$ cat src/rtl/mux4_pkg.sv
// Shared definitions for the 4-digit display demultiplexer: digit count,
// data widths, idle anode patterns for both polarities, and small helpers
// for classifying the normalised anode select.
package mux4_pkg;

  localparam int unsigned NDIGITS = 4;
  localparam int unsigned DIGIT_W = 4;
  localparam int unsigned CNT_W   = 4;
  localparam int unsigned TOUT_W  = 8;

  // Anode drive that selects no digit, per polarity.
  localparam logic [NDIGITS-1:0] ANODE_IDLE_AL = 4'b1111;
  localparam logic [NDIGITS-1:0] ANODE_IDLE_AH = 4'b0000;

  typedef struct packed {
    logic       valid;
    logic [1:0] idx;
  } onehot_t;

  // Index of the single set bit; valid only when exactly one bit is set.
  function automatic onehot_t onehot_index(input logic [NDIGITS-1:0] v);
    onehot_t r;
    r.valid = 1'b1;
    r.idx   = 2'd0;
    case (v)
      4'b0001: r.idx = 2'd0;
      4'b0010: r.idx = 2'd1;
      4'b0100: r.idx = 2'd2;
      4'b1000: r.idx = 2'd3;
      default: r.valid = 1'b0;
    endcase
    return r;
  endfunction

  function automatic logic [2:0] popcount4(input logic [NDIGITS-1:0] v);
    return 3'(v[0]) + 3'(v[1]) + 3'(v[2]) + 3'(v[3]);
  endfunction

endpackage

$ cat src/rtl/digit_track.sv
// Per-digit recovery tracker.
// Filters the sampled value through a run-length stability check before
// updating the digit output, and flags the digit blanked after TIMEOUT
// consecutive samples in which it was not selected.
// Ports:
//   clk, reset  : clock, synchronous active-high reset
//   active_i    : this digit is the single selected digit in this sample
//   muxd_i      : registered digit-bus value of this sample
//   out_o       : recovered digit value
//   blanked_o   : digit not selected for TIMEOUT samples
module digit_track
  import mux4_pkg::*;
#(
  parameter int unsigned STABLE_CNT = 2,
  parameter int unsigned TIMEOUT    = 64
) (
  input  logic               clk,
  input  logic               reset,
  input  logic               active_i,
  input  logic [DIGIT_W-1:0] muxd_i,
  output logic [DIGIT_W-1:0] out_o,
  output logic               blanked_o
);

  localparam logic [CNT_W-1:0]  CNT_MAX  = '1;
  localparam logic [CNT_W-1:0]  CNT_TGT  = CNT_W'(STABLE_CNT);
  localparam logic [TOUT_W-1:0] TOUT_MAX = TOUT_W'(TIMEOUT);

  logic [DIGIT_W-1:0] cand_q, cand_d;
  logic [CNT_W-1:0]   cnt_q, cnt_d;
  logic [DIGIT_W-1:0] out_q, out_d;
  logic [TOUT_W-1:0]  tout_q, tout_d;
  logic               blanked_q, blanked_d;

  // Tracker state register.
  always_ff @(posedge clk) begin
    if (reset) begin
      cand_q    <= '0;
      cnt_q     <= '0;
      out_q     <= '0;
      tout_q    <= '0;
      blanked_q <= 1'b0;
    end else begin
      cand_q    <= cand_d;
      cnt_q     <= cnt_d;
      out_q     <= out_d;
      tout_q    <= tout_d;
      blanked_q <= blanked_d;
    end
  end

  // Candidate / stability count / timeout update.
  always_comb begin
    cand_d = cand_q;
    cnt_d  = cnt_q;
    out_d  = out_q;
    tout_d = tout_q;
    if (active_i) begin
      tout_d = '0;
      if (muxd_i == cand_q) begin
        if (cnt_q != CNT_MAX) cnt_d = cnt_q + CNT_W'(1);
      end else begin
        cand_d = muxd_i;
        cnt_d  = CNT_W'(1);
      end
      // cand_d already holds muxd_i when the candidate was just replaced.
      if (cnt_d == CNT_TGT) out_d = cand_d;
    end else if (tout_q != TOUT_MAX) begin
      tout_d = tout_q + TOUT_W'(1);
    end
    blanked_d = (tout_d == TOUT_MAX);
  end

  assign out_o     = out_q;
  assign blanked_o = blanked_q;

endmodule

$ cat src/rtl/mux4_demux.sv
// Receive-side demultiplexer for a 4-digit time-multiplexed display bus.
// Registers the digit bus and anode drive, normalises anode polarity,
// classifies each sample (idle / single digit / multi-hot), recovers the
// four digit values through per-digit trackers, and reports frame
// completion and multi-anode errors.
// Ports:
//   clk, reset   : clock, synchronous active-high reset
//   muxd         : multiplexed digit value
//   adrive       : anode drive, bit i selects digit i
//   A, B, C, D   : recovered digit values
//   blanked      : bit i set when digit i has timed out
//   frame_done   : one-cycle pulse when every digit is seen or blanked
//   err          : sticky multi-anode error
module mux4_demux
  import mux4_pkg::*;
#(
  parameter bit          ACTIVE_LOW = 1'b1,
  parameter int unsigned STABLE_CNT = 2,
  parameter int unsigned TIMEOUT    = 64
) (
  input  logic               clk,
  input  logic               reset,
  input  logic [DIGIT_W-1:0] muxd,
  input  logic [NDIGITS-1:0] adrive,
  output logic [DIGIT_W-1:0] A,
  output logic [DIGIT_W-1:0] B,
  output logic [DIGIT_W-1:0] C,
  output logic [DIGIT_W-1:0] D,
  output logic [NDIGITS-1:0] blanked,
  output logic               frame_done,
  output logic               err
);

  localparam logic [NDIGITS-1:0] ANODE_IDLE = ACTIVE_LOW ? ANODE_IDLE_AL : ANODE_IDLE_AH;

  logic [DIGIT_W-1:0] muxd_q;
  logic [NDIGITS-1:0] adrive_q;
  logic [NDIGITS-1:0] seen_q, seen_d;
  logic               frame_done_q, frame_done_d;
  logic               err_q, err_d;

  logic [NDIGITS-1:0] sel;
  logic               multi_hot;
  onehot_t            oh;
  logic [NDIGITS-1:0] active;
  logic [NDIGITS-1:0] blanked_w;
  logic [NDIGITS-1:0] contrib;
  logic [DIGIT_W-1:0] digit_out [NDIGITS];

  // Input sample registers plus frame/error state.
  always_ff @(posedge clk) begin
    if (reset) begin
      muxd_q       <= '0;
      adrive_q     <= ANODE_IDLE;
      seen_q       <= '0;
      frame_done_q <= 1'b0;
      err_q        <= 1'b0;
    end else begin
      muxd_q       <= muxd;
      adrive_q     <= adrive;
      seen_q       <= seen_d;
      frame_done_q <= frame_done_d;
      err_q        <= err_d;
    end
  end

  // Normalise polarity and classify the registered sample.
  always_comb begin
    sel       = ACTIVE_LOW ? ~adrive_q : adrive_q;
    multi_hot = (popcount4(sel) > 3'd1);
    oh        = onehot_index(sel);
    active    = '0;
    if (oh.valid) active = NDIGITS'(4'b0001 << oh.idx);
  end

  // Frame completion and sticky error; a multi-hot sample leaves seen alone.
  always_comb begin
    seen_d       = seen_q;
    frame_done_d = 1'b0;
    err_d        = err_q;
    contrib      = '0;
    if (multi_hot) begin
      err_d = 1'b1;
    end else begin
      contrib = active | blanked_w;
      if ((seen_q | contrib) == '1) begin
        frame_done_d = 1'b1;
        seen_d       = '0;
      end else begin
        seen_d = seen_q | contrib;
      end
    end
  end

  for (genvar g = 0; g < NDIGITS; g++) begin : g_digit
    digit_track #(
      .STABLE_CNT(STABLE_CNT),
      .TIMEOUT   (TIMEOUT)
    ) u_track (
      .clk      (clk),
      .reset    (reset),
      .active_i (active[g]),
      .muxd_i   (muxd_q),
      .out_o    (digit_out[g]),
      .blanked_o(blanked_w[g])
    );
  end

  assign A          = digit_out[0];
  assign B          = digit_out[1];
  assign C          = digit_out[2];
  assign D          = digit_out[3];
  assign blanked    = blanked_w;
  assign frame_done = frame_done_q;
  assign err        = err_q;

endmodule
$ cat config.mk
export PLATFORM = sky130hd
export DESIGN_NAME = mux4_demux
export DESIGN_NICKNAME = d
export VERILOG_FILES = /design/src/rtl/mux4_pkg.sv /design/src/rtl/digit_track.sv /design/src/rtl/mux4_demux.sv
export SDC_FILE = /design/constraint.sdc
export NUM_CORES = 1
export LEC_CHECK = 0
export ABC_CLOCK_PERIOD_IN_PS = 2500
export BUFFER_PORTS_ARGS = -buffer_cell sky130_fd_sc_hd__buf_2
export CAP_MARGIN = 15
export CORE_MARGIN = 2
export CORE_UTILIZATION = 45
export CTS_CLUSTER_DIAMETER = 200
export CTS_CLUSTER_SIZE = 16
export DETAILED_ROUTE_END_ITERATION = 10
export GPL_ROUTABILITY_DRIVEN = 0
export GPL_TIMING_DRIVEN = 0
export SYNTH_ARGS = -nofsm -noshare
export SYNTH_HDL_FRONTEND = slang
export SYNTH_SLANG_ARGS = --single-unit
$ cat constraint.sdc
create_clock -name clk -period 2.5 [get_ports clk]
set_clock_uncertainty 0.05 [all_clocks]
set_input_delay 0.25 -clock clk [delete_from_list [all_inputs] [get_ports clk]]
set_output_delay 0.25 -clock clk [all_outputs]
set_load 0.02 [all_outputs]
==> flow_summary_export.csv, run 1 <==
group,metric,value,unit
run_status,outcome,"completed",
critical_path,crit_path_top_delay_cell,"a21oi_1",
synthesis,yosys_warnings,0,
synthesis,synth_cell_types,58,
cts,cts_num_sinks,98,
critical_path,crit_chain,"inv_1 -> fa_1 -> a21oi_1 -> o31ai_1 -> nor4_1",
synthesis,ys_top_cells_by_area,"dfxtp_1 (42%), xor2_1 (5.0%), nor2_1 (4.9%), mux2i_1 (4.5%), nand2_1 (4.1%)",
timing,slew_violations,0,
critical_path,slowest_delay,510,ps
cts,clk_pin_slew_worst_paths,100,ps
hold_path,hp-class,"in -> reg",
critical_path,path_buf_inv,1,
floorplanning,die_y,106,µm
synthesis,synth_edf_count,0,
synthesis,syn_nets,565,
critical_path,criticalPathCategory,"reg -> reg",
floorplanning,design.core.area,0.0102,mm²
cts,worstSkewPairLatency,370,ps
floorplanning,start_util,0.460,
critical_path,regToRegEndpoint,"frame_done",
critical_path,cp-start-kind,"flip-flop",
synthesis,synthCells,539,
floorplanning,io-pin-count,32,
power,power.density,571,mW/mm²
critical_path,cp_data_arrival_time,2480,ps
critical_path,end_kind,"flip-flop",
critical_path,cp.required,2700,ps
hold_path,min_to,"muxd_q[0]",
drt,wl_per_cell,13.7,µm
cts,h-tree-depth,3,
drt,vias,3798,
finish,fill_cells,972,
hold_path,worstHoldStart,"muxd[0]",
drt,via_per_inst,5.24,
synthesis,ys_ff_latch,98,
place,placement.io_buffers,30,
timing,finalSetupTns,0,ps
grt,antenna_found_initial,0,
drt,first_pass_iters,4,
synthesis,synth_top_area_cell,"dfxtp_1",
cts,ctsResizeCount,0,
critical_path,cp_max_fo,8,
grt,grt_usage,0.190,
cts,clockBufferDepth,2,
grt,grt_pass1_wl,17200,µm
synthesis,synth_top_area_frac,0.417,
cts,cts_buffers,9,
timing,fmax,0.440,GHz
finish,utilization,0.516,
grt,overflow,0,
critical_path,rr_worst_depth,5,
finish,drive_gt1_frac,0.117,
timing,setup_viol_count_final,0,
synthesis,seq_area_frac_synth,0.417,
cts,ctsHoldBuffers,4,
finish,nets,610,
place,dp_hpwl,7240,µm
power,peakVddDrop,0.282,mV
run,drv_cap,0,
power,p_leak,0.00217,µW
drt,drc,0,
floorplanning,dieWidth,106,µm
synthesis,synth_area,0.00471,mm²
timing,hold_viol,0,
drt,detail-route-antenna-nets,0,
drt,drt_iter0_drc,220,
timing,period_minus_slack,2270,ps
timing,worst_pin_slew,813,ps
cts,cts_root_buffer,"clkbuf_8",
floorplanning,row_count,37,
synthesis,syn_avg_cell_area,8.73,µm²
synthesis,async_flop_share,0,
critical_path,rrSetupSlack,230,ps
synthesis,synth_flop_cell,"dfxtp_1",
critical_path,crit_cells,5,
finish,syn2layout_area_growth,12.1,%
timing,grt_setup_unrepaired,"no",
finish,mostFrequentLayoutCell,"dfxtp_1",
timing,finalCritPeriodShare,0.909,
drt,drt_wl_total,9970,µm
finish,most-common-layout-cells,"dfxtp_1 (98), nor2_1 (61), nand2_1 (52)",
grt,grt_max_degree,18,
grt,grt_pass1_vias,3597,
finish,diodes,0,
cts,cts_tree,"yes",
floorplanning,die-area,0.0113,mm²
critical_path,crit_family,"compound AO/OA/AOI/OAI gates",
cts,postCtsSetupRepairBufs,0,
hold_path,whs_path_depth,2,
critical_path,r2r-start,"adrive_q[3]",
timing,slew_headroom,0.453,
[cells in the mapped netlist (2+ instances only)]
cell type	count
a22oi_1	2
nor4_1	4
and4b_1	3
buf_4	4
and3b_1	3
a21oi_1	37
mux2i_1	21
clkbuf_1	19
nand4_1	10
o2111a_1	2
ha_1	15
nor4_4	2
nor2_1	61
a41o_1	2
nor3_1	21
and2_1	4
o21ai_0	11
nand2_1	52
buf_2	4
inv_1	14
nand2b_1	4
or3_1	4
xor2_1	27
and3_1	9
or2_2	5
mux2_2	2
dfxtp_1	98
a31oi_1	3
nand3_1	24
nand3b_1	5
a211o_1	3
o211ai_1	2
nor4bb_1	2
a211oi_1	7
nor2b_1	7
xnor2_1	21
o31ai_1	2
buf_1	2
o22ai_1	2
[power by group]
part,total [µW],internal (µW),switching [µW]
Combinational,296,117,178
Clock,1070,501,573
Sequential,1640,1600,42.2
[routing by layer]
layer  track usage  routed length (µm)  vias to the layer above
li1              -                   -                     1963
met1         0.253                4780                     1773
met2         0.307                4770                       60
met3        0.0411                 374                        2
met4        0.0592                  37                        0
met5             0                   0                        -
[how the worst max path moves through the flow]
stage | start | endpoint | slack (ps)
6_report | adrive_q[3] | frame_done | 230
5_1_grt | adrive_q[3] | frame_done | 30
4_1_cts | adrive_q[3] | frame_done | 230
3_5_place_dp | adrive_q[3] | frame_done | 260
3_3_place_gp | adrive_q[3] | seen_q[3] | 330
2_1_floorplan | g_digit[3].u_track.cnt_q[0] | g_digit[3].u_track.out_o[0] | 600
[through the flow]
step / power (µW) / hold slack (ps) / setup WS, ps / std cells / instance area (µm²)
6_report: 3010 / 45.0 / 227 / 725 / 5280
3_5_place_dp: 1970 / 385 / 255 / 705 / 5030
4_1_cts: 3060 / 23.5 / 227 / 725 / 5280
5_1_grt: 3160 / 19.5 / 32.8 / 725 / 5280
3_3_place_gp: 1960 / 383 / 335 / 705 / 5030
2_1_floorplan: 1890 / 304 / 595 / 539 / 4710
[worst reg2reg max path: cells and delay by family (launching register included)]
kind | cells | cell delay [ps]
AOI/OAI and AO/OA | 2 | 770
and+or+nand+nor | 1 | 340
buffers and inverters | 1 | 110
DFF | 1 | 470
adders and majority gates | 1 | 430
[cells by family after synthesis]
logic type,Yosys count,share of synthesized area
flops,98,0.417
xor+xnor,48,0.0893
compound gates,83,0.112
buf+inv,43,0.0386
mux,23,0.0495
fa+ha+maj,16,0.0441
simple gates,228,0.250
[flip-flops by register name, indices dropped and copies added (netlist names), 4 cells and up]
signal and cells:
g_digit.u_track.tout_q 32, g_digit.u_track.cand_q 16, g_digit.u_track.cnt_q 16, g_digit.u_track.out_o 16, adrive_q 4, g_digit.u_track.blanked_o 4
muxd_q 4, seen_q 4
[final cells by class]
| class | count | area, µm² | area share |
|---|---|---|---|
| Buffer | 29 | 129 | 0.0244 |
| Clock buffer | 10 | 138 | 0.0261 |
| Clock inverter | 6 | 72.6 | 0.0138 |
| Inverter | 14 | 52.6 | 0.00996 |
| Multi-Input combinational cell | 398 | 2560 | 0.486 |
| Sequential cell | 98 | 1960 | 0.372 |
| Tap cell | 136 | 170 | 0.0323 |
| Timing Repair Buffer | 34 | 190 | 0.0360 |
(Power assumes the default switching activity.)
==> inputs of run 2 (changes only) <==
Settings changed: ABC_CLOCK_PERIOD_IN_PS 2500 to 2820.
Clock period 2.5 ns to 2.82 ns, I/O delays scaled along.
==> flow_summary_export.csv, run 2 (synthesis gave the netlist of run 1 again) <==
group,metric,value,unit
finish,drive_gt1_frac,0.118,
timing,worst_pin_slew,807,ps
critical_path,r2r-start,"adrive_q[3]",
finish,syn2layout_area_growth,11.3,%
hold_path,whs_path_depth,2,
finish,ff_latch_area,0.00196,mm²
finish,most-common-layout-cells,"dfxtp_1 (98), nor2_1 (61), nand2_1 (52)",
place,dp_hpwl,7240,µm
cts,ctsHoldBuffers,0,
critical_path,rr_worst_depth,5,
critical_path,regToRegEndpoint,"frame_done",
place,post_dp_cell_area,0.00503,mm²
drt,drt_iter0_drc,218,
drt,drt_wl_total,10000,µm
grt,grt_pass1_wl,17200,µm
floorplanning,start_util,0.460,
finish,fill_cells,979,
critical_path,cp-start-kind,"flip-flop",
finish,nets,606,
timing,period_minus_slack,2250,ps
finish,mostFrequentLayoutCell,"dfxtp_1",
run,drv_cap,0,
finish,regMostFlops,"g_digit.u_track.tout_q",
critical_path,cp_max_fo,8,
cts,h-tree-depth,3,
floorplanning,die-area,0.0113,mm²
timing,finalSetupTns,0,ps
cts,cts_root_buffer,"clkbuf_8",
place,preCtsSetupSlack,575,ps
cts,cts_buffers,9,
drt,drc,0,
floorplanning,dieWidth,106,µm
hold_path,min_to,"adrive_q[3]",
grt,grt_pass1_vias,3584,
power,p_leak,0.00215,µW
timing,hold_viol,0,
finish,largest_reg_flops,32,
floorplanning,io-pin-count,32,
grt,overflow,0,
finish,diodes,0,
grt,grt_max_degree,18,
critical_path,cp.required,3030,ps
cts,cts_tree,"yes",
cts,ctsResizeCount,0,
cts,clk_pin_slew_worst_paths,100,ps
cts,postCtsSetupRepairBufs,0,
drt,vias,3807,
run_status,outcome,"completed",
timing,setup_viol_count_final,0,
floorplanning,die_y,106,µm
critical_path,end_kind,"flip-flop",
drt,wl_per_cell,13.9,µm
hold_path,hp-class,"in -> reg",
drt,via_per_inst,5.28,
timing,layout_setup_ws,574,ps
timing,finalCritPeriodShare,0.796,
cts,clockBufferDepth,2,
grt,antenna_found_initial,0,
critical_path,cp_data_arrival_time,2460,ps
place,placement.io_buffers,30,
cts,worstSkewPairLatency,370,ps
floorplanning,row_count,37,
power,power.density,510,mW/mm²
hold_path,worstHoldStart,"adrive[3]",
finish,multi_input_area,0.00256,mm²
critical_path,rrSetupSlack,570,ps
grt,grt_usage,0.189,
finish,stdcell_area,0.00524,mm²
floorplanning,design.core.area,0.0102,mm²
timing,fmax,0.445,GHz
critical_path,criticalPathCategory,"reg -> reg",
cts,cts_num_sinks,98,
timing,grt_setup_unrepaired,"no",
drt,detail-route-antenna-nets,0,
drt,first_pass_iters,4,
timing,slew_violations,0,
timing,slew_headroom,0.457,
power,peakVddDrop,0.249,mV
## run 2: layout make-up
type	count	area share
inverters	14	0.0100
clock inverters	6	0.0139
repair buffers	30	0.0287
plain buffers	29	0.0246
well taps	136	0.0325
flip-flops and latches	98	0.375
clock buffers	10	0.0263
multi-input cells	398	0.489
## run 2: how the worst max path moves through the flow
stage / start / to / slack [ps] / cells past startpoint
floorplan: g_digit[3].u_track.cnt_q[0] / g_digit[3].u_track.out_o[0] / 920 / 6
global placement: adrive_q[3] / seen_q[3] / 650 / 6
detailed placement: adrive_q[3] / frame_done / 580 / 5
CTS: adrive_q[3] / frame_done / 550 / 5
global route: adrive_q[3] / frame_done / 350 / 5
finish: adrive_q[3] / frame_done / 570 / 5
## run 2: metal layers
layer | GRT usage | part of all wire | up-vias
li1 | - | - | 1955
met1 | 0.254 | 0.49 | 1783
met2 | 0.305 | 0.47 | 58
met3 | 0.0411 | 0.033 | 11
met4 | 0.0592 | 0.011 | 0
met5 | 0 | 0 | -
## run 2: metrics by stage
step | hold WS (ps) | utilization | cells | total power [µW]
floorplan | 336 | - | 539 | 1670
global placement | 390 | 0.491 | 705 | 1740
CTS | 12.3 | 0.512 | 721 | 2710
global route | 4.50 | 0.512 | 721 | 2800
detailed placement | 391 | 0.491 | 705 | 1750
finish | 32.1 | 0.512 | 721 | 2670
## run 2: power breakdown
group	internal [µW]	switching [µW]	total, µW
combinational	100	157	258
sequential	1420	37.3	1460
clock	444	514	958
## run 2: worst max-delay path: stages (launching register included)
cell     delay, ps
dfxtp_1        460
inv_1          110
fa_1           430
a21oi_1        500
o31ai_1        250
nor4_1         340
